### config.mk
export PLATFORM = sky130hd
export DESIGN_NAME = ram_bank_nway
export DESIGN_NICKNAME = d
export VERILOG_FILES = /design/src/rtl/hack_pkg.sv /design/src/rtl/register_nbit.sv /design/src/rtl/ram_bank_nway.sv
export SDC_FILE = /design/constraint.sdc
export NUM_CORES = 1
export LEC_CHECK = 0
export CORE_MARGIN = 1.5
export CORE_UTILIZATION = 35
export DETAILED_ROUTE_END_ITERATION = 10
export GPL_ROUTABILITY_DRIVEN = 1
export PLACE_DENSITY = 0.55
export REMOVE_ABC_BUFFERS = 1
export SYNTH_ARGS = -nofsm -noshare
export SYNTH_HDL_FRONTEND = slang
export SYNTH_SLANG_ARGS = --single-unit
### constraint.sdc
create_clock -name clk -period 5.7 [get_ports clk]
set_input_delay 1.71 -clock clk [delete_from_list [all_inputs] [get_ports clk]]
set_output_delay 1.71 -clock clk [all_outputs]
set_load 0.05 [all_outputs]
### src/rtl/hack_pkg.sv
// Shared word-width default and the address-width helper for the RAM bank.
package hack_pkg;

  localparam int unsigned HACK_WORD_W = 16;

  // Returns the number of bits needed to address n entries.
  function automatic int unsigned clog2(input int unsigned n);
    int unsigned r;
    r = 0;
    for (int unsigned v = n - 1; v > 0; v = v >> 1) begin
      r = r + 1;
    end
    return r;
  endfunction

endpackage

### src/rtl/register_nbit.sv
// One WIDTH-bit storage register.
// Reset has the highest priority, then clear, then load.
module register_nbit #(
  parameter int unsigned WIDTH = 16
) (
  input  logic             clk,
  input  logic             rst,
  input  logic             load,
  input  logic             clear,
  input  logic [WIDTH-1:0] d,
  output logic [WIDTH-1:0] q
);

  logic [WIDTH-1:0] r_q;

  always_ff @(posedge clk or posedge rst) begin
    if (rst) begin
      r_q <= '0;
    end else if (clear) begin
      r_q <= '0;
    end else if (load) begin
      r_q <= d;
    end
  end

  assign q = r_q;

endmodule

### src/rtl/ram_bank_nway.sv
// DEPTH x WIDTH register bank: one-hot write demux, two combinational read muxes.
// Storage is explicit flip-flops, one register_nbit per word.
module ram_bank_nway
  import hack_pkg::*;
#(
  parameter int unsigned WIDTH = HACK_WORD_W,
  parameter int unsigned DEPTH = 8,
  localparam int unsigned AW   = clog2(DEPTH)
) (
  input  logic             clk,
  input  logic             rst,
  input  logic             load,
  input  logic             clear,
  input  logic [AW-1:0]    wr_addr,
  input  logic [WIDTH-1:0] in,
  input  logic [AW-1:0]    rd_addr_a,
  output logic [WIDTH-1:0] out_a,
  input  logic [AW-1:0]    rd_addr_b,
  output logic [WIDTH-1:0] out_b
);

  logic [DEPTH-1:0] w_wr_sel;
  logic [WIDTH-1:0] w_words [DEPTH];

  always_comb begin
    w_wr_sel          = '0;
    w_wr_sel[wr_addr] = load;
  end

  for (genvar gi = 0; gi < DEPTH; gi++) begin : g_word
    register_nbit #(
      .WIDTH(WIDTH)
    ) u_word (
      .clk  (clk),
      .rst  (rst),
      .load (w_wr_sel[gi]),
      .clear(clear),
      .d    (in),
      .q    (w_words[gi])
    );
  end

  // Reads observe register outputs only, so a write shows up after its edge.
  assign out_a = w_words[rd_addr_a];
  assign out_b = w_words[rd_addr_b];

endmodule

# == Yosys cells after proc, flatten, opt, wreduce, memory -nomap -nowiden ==
# Cells that the tools add are included.
# totals
reg_bits,128
in_bits,29
out_inout_bits,32
wordCells,48
# op_classes
n_lt_le_gt_ge,4
muxes,24
n_bitwise,3
n_reduce_logical,9
# ops
op,count
$mux 16,20
$bmux 16 s3,2
$reduce_bool 2->1,8
$and 8x8->8,1
$ge 4x4->1 const B,2
$not 3->4,2
$lt 3x4->1 const B,1
$demux 1 s3,1
$ge 3x1->1 const B,1
$logic_and 1x1->1,1
$mux 1,1

# == Longest topological paths before layout ==
# Gate-level depths: netlist of the first run.
# logic_depth
depth_word,7
depth_mapped,6
mapped_depth_nobuf,3

# == By module ==
# From an unflattened synthesis of the first run, not the netlist that was laid out.
# hier_totals
hier_cells,551
area_unflattened_um2,7516.0
# by_module_without_submodules
module,instances,cells_per_inst,area_each_um2
register_nbit,8,53,664.4
ram_bank_nway,1,127,2200.9

# == Worst setup path before layout of the first run ==
# Ideal clock, no wire load.
# synth_timing
path_type,input-to-output
from,input rd_addr_a[0]
to,output out_a[12]
arrival_ns,2.966
required_time_ns,3.990
path_slack_ns,1.024
cell_stages,5
path_cell_list,buf_2 buf_2 buf_2 mux4_2 mux2_2
# synth_via
elab_chain_len,4
# synth_rtl
item,line_no,source
from (decl),ram_bank_nway.sv:16,"input logic [AW-1:0] rd_addr_a,"
$not 3->4 (not written as such),ram_bank_nway.sv:44,assign out_a = w_words[rd_addr_a];
$bmux 16 s3,ram_bank_nway.sv:44,
$mux 16 (not written as such) (2 in series),ram_bank_nway.sv:44,
to (decl),ram_bank_nway.sv:17,"output logic [WIDTH-1:0] out_a,"
# Every way passes these cells. The select of a mux whose other input is x is not followed.

# == Worst setup path in the final report of the first run ==
# layout_timing
from,input rd_addr_b[0]
to,output out_b[15]
# layout_via
elab_chain_len,4
# layout_rtl
item,line_no,source
from (decl),ram_bank_nway.sv:18,"input logic [AW-1:0] rd_addr_b,"
$not 3->4 (not written as such),ram_bank_nway.sv:45,assign out_b = w_words[rd_addr_b];
$bmux 16 s3,ram_bank_nway.sv:45,
$mux 16 (not written as such) (2 in series),ram_bank_nway.sv:45,
to (decl),ram_bank_nway.sv:19,output logic [WIDTH-1:0] out_b
# Every way passes these cells. The select of a mux whose other input is x is not followed.

==> flow_summary.yaml, run 1 <==
worst_setup_path:
  rr_startpoint: "g_word[7].u_word.q[10]"
  cpLargestDelayFamily: "buffers and inverters"
  required_ns: 3.99
  worstSetupStartpointType: "input pin"
  crit_path_end_kind: "output port"
  worstPathMaxFanout: 32
  path_cells: "clkdlybuf4s50_1 > buf_12 > mux4_1 > mux2_2 > buf_4"
  cp-startpoint: "rd_addr_b[0]"
  cp_slowest_cell: "mux4_1"
  arrival_ns: 3.53
  worstSetupPathType: "in -> out"
  slowest_delay_ns: 0.59
  worst-path-buf-inv: 3
clock_tree:
  tritoncts: "yes"
  clockRootBuffer: "clkbuf_16"
  cts.path.max_buffers: 2
  post_cts_buffers: 0
  cts_inserted_buffers: 17
  cts_resized: 0
  path_clk_slew_ns: 0.05
  clock-sinks: 128
  clock_latency_ns: 0.42
  cts-hold-fix-buffers: 0
  h-tree-depth: 4
synthesis:
  synth_cells: 706
  synth_seq_cells: 128
  syn-cell-area_mm2: 0.00751
  avgSynthCellArea_um2: 10.6
  yosys_warnings: 0
  yosysUniqueCellTypes: 24
  ys_seq_area_share_pct: 42.6
placement:
  dp_hpwl_um: 12700
  numPortBuffers: 60
  dpl_cell_area_mm2: 0.00801
  gp_congestion: 0.728
sta:
  period_needed_ns: 5.24
  finalCritPeriodShare_pct: 91.9
  rsz0062_at_grt: "false"
  finalSetupViolations: 0
  fmax_mhz: 191
  worst_pin_slew_ns: 1.10
  final.setup_skew_ns: 0
  slew_headroom_pct: 26.5
  final_max_slew_viol_count: 0
  fin_setup_tns_ns: 0
  hold_viol_final: 0
routing:
  firstDrtPassIters: 5
  drc: 0
  wl_um: 22000
  vias: 5628
  postRouteAntennaNets: 0
  dr.first_iter.drc_count: 477
  wl_per_cell_um: 21.8
  viasPerCell: 5.59
final_layout:
  largest_reg_flops: 128
  mostFrequentLayoutCells: "256 x nand2_1, 128 x a21oi_1, 128 x dfrtp_1, 49 x mux4_1, 46 x buf_4"
  multi_input_area_mm2: 0.00377
  area_delta_synth_final_pct: 13.4
  diodes: 0
  fin_nets: 750
  layout_commonest_cell: "nand2_1"
  regArea_mm2: 0.00320
  fillers: 1981
  drive_gt1_share_pct: 17.9
  final_area_mm2: 0.00852
die:
  die_h_um: 150
  rows: 53
  coreArea_mm2: 0.0210
  start_util_pct: 35.7
  ios: 61
  fp.dieW_um: 150
  dieArea_mm2: 0.0224
hold_path:
  hp-start: "g_word[0].u_word.q[9]"
  hp-class: "reg -> reg"
global_routing:
  grt-ovfl-total: 0
  antenna_found_initial: 0
  first_global_vias: 5936
  grt_pass1_wl_um: 33900
  grt_max_degree: 70
  globalRouteTotalUtil_pct: 20.9
pwr:
  p_leak_nw: 3.71
  power.density_mw_per_mm2: 251
  ir_drop_uv: 179
run:
  cap_viol_max_count: 0
outcome:
  outcome: "complete, no violations"
## layout make-up
cell class / count / area share (%)
flip-flops and latches: 128 / 37.6
clock buffers: 22 / 5.57
multi-input cells: 496 / 44.2
clock inverters: 7 / 0.455
well taps: 275 / 4.04
repair buffers: 77 / 8.05
inverters: 1 / 0.0734
## cells by family after synthesis
| logic type | Yosys count | synth area share, % |
|---|---|---|
| flip-flops | 128 | 42.6 |
| AND/OR/NAND/NOR | 272 | 15.1 |
| buffers and inverters | 82 | 7.26 |
| AO/OA/AOI/OAI | 128 | 8.52 |
| multiplexers | 96 | 26.5 |
## worst reg2reg max path: stages (launching register included)
cell	delay, ns
dfrtp_1	0.39
nand2_1	0.08
a21oi_1	0.10
## Yosys cell counts
cell type  count  area (um2)
nand2_1      256         961
a21oi_1      128         641
dfrtp_1      128        3200
mux4_1        49        1290
mux2_2        32         360
clkbuf_1      26        97.6
buf_4         23         173
mux4_2        14         315
buf_2         10        50.1
buf_6          9         101
clkbuf_2       7        35.0
and4b_1        3        30.0
and4bb_2       3        37.5
clkbuf_8       3        41.3
nand4b_1       3        26.3
nand4bb_1      3        33.8
buf_12         2        40.0
and4_1         1        8.76
buf_1          1        3.75
inv_1          1        3.75
mux4_4         1        25.0
nand4_1        1        6.26
nor4b_4        1        23.8
or4b_1         1        10.0
## metrics by stage
step	util, %	cells	hold WS, ns	power [mW]	worst slack, ns
2_1_floorplan	-	625	0.500	1.07	0.577
3_3_place_gp	38.1	977	0.515	1.19	0.463
3_5_place_dp	38.1	977	0.528	1.20	0.452
4_1_cts	40.5	1006	0.535	2.16	0.453
5_1_grt	40.5	1006	0.552	2.22	0.395
6_report	40.5	1006	0.533	2.14	0.463
## metal layers
metal / wire length (um) / track usage, % / vias to the layer above
li1: - / - / 2526
met1: 8770 / 24.3 / 2835
met2: 11300 / 36.1 / 219
met3: 1370 / 5.21 / 48
met4: 558 / 9.41 / 0
met5: 0 / 0 / -
## path summary, 6_finish.rpt
check                                    endpoint  slack (ns)  cells past startpoint
min in group asynchronous   g_word[1].u_word.q[1]        1.80                      2
hold reg to reg             g_word[0].u_word.q[9]        0.53                      2
hold / removal              g_word[0].u_word.q[9]        0.53                      2
setup reg to reg           g_word[7].u_word.q[10]        4.97                      2
max in group asynchronous  g_word[7].u_word.q[13]        2.93                      3
setup / recovery                        out_b[15]        0.46                      5
## power by group
part	internal [mW]	switching, mW	total, mW
clock network	0.577	0.376	0.953
registers	0.928	0.0127	0.941
logic	0.0883	0.154	0.243
No activity file was read; power rests on OpenSTA's default activity.
==> inputs of run 2 (changes only) <==
Settings changed: CORE_ASPECT_RATIO set to 1.4, CORE_MARGIN 1.5 to not set, SLEW_MARGIN set to 20.
==> flow_summary.yaml, run 2 (same netlist as run 1, synthesis figures left out) <==
outcome:
  outcome: "complete, no violations"
clock_tree:
  cts.path.max_buffers: 2
  clock-sinks: 128
  h-tree-depth: 4
  cts_inserted_buffers: 17
  cts-hold-fix-buffers: 0
  clock_latency_ns: 0.42
  cts_resized: 0
  tritoncts: "yes"
  post_cts_buffers: 0
  clockRootBuffer: "clkbuf_16"
  path_clk_slew_ns: 0.06
global_routing:
  first_global_vias: 5760
  antenna_found_initial: 0
  grt_pass1_wl_um: 33400
  globalRouteTotalUtil_pct: 20.6
  grt-ovfl-total: 0
  grt_max_degree: 89
sta:
  hold_viol_final: 0
  whs_ns: 0.530
  finalSetupViolations: 0
  fin_setup_tns_ns: 0
  slew_headroom_pct: 22.6
  worst_pin_slew_ns: 1.16
  rsz0062_at_grt: "false"
  final.setup_skew_ns: 0
  finalCritPeriodShare_pct: 91.7
  layout_setup_ws_ns: 0.473
  period_needed_ns: 5.23
  fmax_mhz: 191
  final_max_slew_viol_count: 0
die:
  dieArea_mm2: 0.0221
  coreArea_mm2: 0.0211
  start_util_pct: 35.6
  die_h_um: 175
  ios: 61
  rows: 63
  fp.dieW_um: 126
final_layout:
  fin_nets: 749
  largest_reg_flops: 128
  drive_gt1_share_pct: 18.3
  final_area_mm2: 0.00857
  area_delta_synth_final_pct: 14.0
  diodes: 0
  postLayoutCoreUtil_pct: 40.6
  mostFrequentLayoutCells: "256 x nand2_1, 128 x a21oi_1, 128 x dfrtp_1, 49 x mux4_1, 44 x buf_4"
  fillers: 2030
  fin_cells: 992
  layout_commonest_cell: "nand2_1"
routing:
  wl_um: 21800
  wl_per_cell_um: 22.0
  dr.first_iter.drc_count: 430
  vias: 5665
  viasPerCell: 5.71
  firstDrtPassIters: 5
  postRouteAntennaNets: 0
  drc: 0
placement:
  dpl_cell_area_mm2: 0.00799
  place_inst: 961
  gp_congestion: 0.724
  dp_hpwl_um: 12600
  pre_cts_ws_ns: 0.460
  numPortBuffers: 60
pwr:
  power_mw: 2.25
  p_clk_share_pct: 47.5
  sw_frac_of_total_pct: 26.0
  p_leak_nw: 3.73
  power.density_mw_per_mm2: 263
  ir_drop_uv: 198
  intPower_mw: 1.67
  combPwrFrac_pct: 10.8
  seqPwrFrac_pct: 41.7
  p_switching_uw: 587
worst_setup_path:
  worstPathMaxFanout: 32
  cpLargestDelayFamily: "buffers and inverters"
  worstSetupStartpointType: "input pin"
  path_cells: "clkdlybuf4s50_1 > buf_12 > mux4_1 > mux2_2 > buf_4"
  slowest_delay_ns: 0.57
  worstSetupPathType: "in -> out"
  worst-path-buf-inv: 3
  cp_slowest_cell: "mux4_1"
  crit_path_end_kind: "output port"
  arrival_ns: 3.52
  required_ns: 3.99
  cp-startpoint: "rd_addr_b[0]"
  rr_startpoint: "g_word[0].u_word.q[4]"
hold_path:
  hp-class: "reg -> reg"
  hp-start: "g_word[7].u_word.q[13]"
run:
  cap_viol_max_count: 0
[run 2: cell types whose count changed in the layout (fill, tap and decap cells not counted), sizes merged]
cell / delta
buf: -1
clkinv: -3
inv: +3
clkbuf: -4
bufinv: +2
clkinvlp: +4
[run 2: power by group through the flow]
stage               Clock, mW  Combinational [mW]  Sequential (mW)
floorplan                   0               0.114            0.951
global placement            0               0.240            0.954
detailed placement          0               0.245            0.956
CTS                      1.08               0.245            0.940
global route             1.13               0.259            0.942
finish                   1.07               0.243            0.940
[run 2: worst min-delay path: cells and delay by family (launching register included)]
kind / cells / cell delay [ns]
AOI/OAI and AO/OA: 1 / 0.05
and+or+nand+nor: 1 / 0.06
DFF: 1 / 0.38
[run 2: cell type report]
| class | instances | area, um2 | share of cell area, % |
|---|---|---|---|
| clock inverter | 13 | 136 | 1.59 |
| sequential | 128 | 3200 | 37.4 |
| timing repair buffer | 76 | 691 | 8.06 |
| clock buffer | 18 | 439 | 5.13 |
| tap | 260 | 325 | 3.80 |
| inverter | 1 | 6.26 | 0.0730 |
| multi-input combinational | 496 | 3770 | 44.0 |
[run 2: worst paths after layout]
| check | to | cells past startpoint | slack (ns) |
|---|---|---|---|
| worst max-delay path | out_b[15] | 5 | 0.47 |
| worst min-delay path | g_word[7].u_word.q[13] | 2 | 0.53 |
| worst max register to register | g_word[0].u_word.q[4] | 2 | 4.99 |
| worst min register to register | g_word[7].u_word.q[13] | 2 | 0.53 |
| max in group asynchronous | g_word[6].u_word.q[2] | 3 | 3.09 |
| min in group asynchronous | g_word[5].u_word.q[0] | 2 | 1.78 |
[run 2: per-layer routing]
| metal | track usage [%] | share of wire (%) | wire [um] |
|---|---|---|---|
| met1 | 24.3 | 39 | 8500 |
| met2 | 36.8 | 53 | 11500 |
| met3 | 3.02 | 4.7 | 1020 |
| met4 | 9.79 | 3.6 | 777 |
| met5 | 0 | 0 | 0 |
==> inputs of run 3 (changes only) <==
Settings changed: CORE_UTILIZATION 35 to 55, PLACE_DENSITY 0.55 to 0.78.
==> flow_summary.yaml, run 3 (same netlist as run 1, synthesis figures left out) <==
clock_tree:
  h-tree-depth: 4
  cts.path.max_buffers: 2
  tritoncts: "yes"
  cts_inserted_buffers: 17
  path_clk_slew_ns: 0.05
  cts-hold-fix-buffers: 0
  clockRootBuffer: "clkbuf_16"
  cts_resized: 0
  post_cts_buffers: 0
  clock_latency_ns: 0.42
  clock-sinks: 128
final_layout:
  final_area_mm2: 0.00841
  fillers: 1002
  drive_gt1_share_pct: 17.8
  multi_input_area_mm2: 0.00377
  fin_nets: 749
  largest_reg_flops: 128
  diodes: 0
  area_delta_synth_final_pct: 11.9
  mostFrequentLayoutCells: "256 x nand2_1, 128 x a21oi_1, 128 x dfrtp_1, 49 x mux4_1, 47 x buf_4"
  regArea_mm2: 0.00320
  fin_cells: 913
  layout_commonest_cell: "nand2_1"
run:
  cap_viol_max_count: 0
worst_setup_path:
  cp-startpoint: "rd_addr_b[0]"
  worstSetupPathType: "in -> out"
  worstPathMaxFanout: 15
  required_ns: 3.99
  worstSetupStartpointType: "input pin"
  crit_path_end_kind: "output port"
  arrival_ns: 3.72
  rr_startpoint: "g_word[4].u_word.q[4]"
routing:
  dr.first_iter.drc_count: 578
  viasPerCell: 6.44
  wl_um: 20600
  wl_per_cell_um: 22.6
  drc: 0
  vias: 5877
  postRouteAntennaNets: 0
  firstDrtPassIters: 5
sta:
  fin_setup_tns_ns: 0
  final.setup_skew_ns: 0
  period_needed_ns: 5.43
  rsz0062_at_grt: "false"
  finalCritPeriodShare_pct: 95.3
  slew_headroom_pct: 22.3
  worst_pin_slew_ns: 1.16
  hold_viol_final: 0
  final_max_slew_viol_count: 0
  finalSetupViolations: 0
  fmax_mhz: 184
global_routing:
  globalRouteTotalUtil_pct: 31.2
  antenna_found_initial: 0
  grt-ovfl-total: 0
  grt_pass1_wl_um: 32100
  first_global_vias: 6036
  grt_max_degree: 89
hold_path:
  hp-class: "reg -> reg"
  hp-start: "g_word[4].u_word.q[8]"
pwr:
  intPower_mw: 1.65
  seqPwrFrac_pct: 42.8
  combPwrFrac_pct: 10.8
  power.density_mw_per_mm2: 261
  p_leak_nw: 3.71
  ir_drop_uv: 191
  p_switching_uw: 547
  sw_frac_of_total_pct: 24.9
  p_clk_share_pct: 46.3
placement:
  dpl_cell_area_mm2: 0.00786
  place_inst: 883
  numPortBuffers: 60
  dp_hpwl_um: 12200
  gp_congestion: 0.812
die:
  ios: 61
  coreArea_mm2: 0.0133
  die_h_um: 140
  dieArea_mm2: 0.0141
  fp.dieW_um: 101
  rows: 50
  start_util_pct: 56.4
outcome:
  outcome: "complete, no violations"
## run 3: path summary, 6_finish.rpt
check,depth (start not counted),endpoint,slack [ns]
setup / recovery,5,out_b[10],0.27
hold / removal,2,g_word[4].u_word.q[8],0.53
setup reg to reg,2,g_word[4].u_word.q[4],4.93
hold reg to reg,2,g_word[4].u_word.q[8],0.53
max in group asynchronous,3,g_word[1].u_word.q[1],3.08
min in group asynchronous,2,g_word[1].u_word.q[8],1.79
## run 3: metal layers
layer | wire [um] | vias to the layer above | GRT usage (%) | part of all wire (%)
li1 | - | 2527 | - | -
met1 | 7350 | 2906 | 37.6 | 36
met2 | 10400 | 364 | 51.8 | 51
met3 | 1850 | 80 | 5.44 | 9.0
met4 | 975 | 0 | 19.1 | 4.7
met5 | 0 | - | 0 | 0
## run 3: power groups by stage
stage | Combinational (mW) | Clock [mW] | Sequential (mW)
after floorplan | 0.114 | 0 | 0.951
after global placement | 0.227 | 0 | 0.955
after detailed placement | 0.234 | 0 | 0.957
after CTS | 0.236 | 1.02 | 0.941
after global routing | 0.251 | 1.06 | 0.943
final | 0.238 | 1.02 | 0.942
## run 3: area by class of cell
cell class,count,share of cell area [%]
clock buffers,24,5.85
clock inverters,6,0.685
inverters,1,0.104
multi-input cells,496,44.8
flip-flops and latches,128,38.1
well taps,182,2.71
repair buffers,76,7.77
## run 3: worst max-delay path: stages
cell,delay [ns]
clkdlybuf4s50_1,0.82
buf_4,0.36
mux4_1,0.34
mux2_2,0.30
buf_4,0.19
## run 3: per-stage QoR
stage	setup slack (ns)	hold WS, ns	power, mW	utilization, %
finish	0.266	0.533	2.20	63.1
global route	0.249	0.556	2.25	63.1
CTS	0.261	0.534	2.20	63.1
detailed placement	0.279	0.527	1.19	59.0
global placement	0.356	0.516	1.18	59.0
floorplan	0.577	0.500	1.07	-
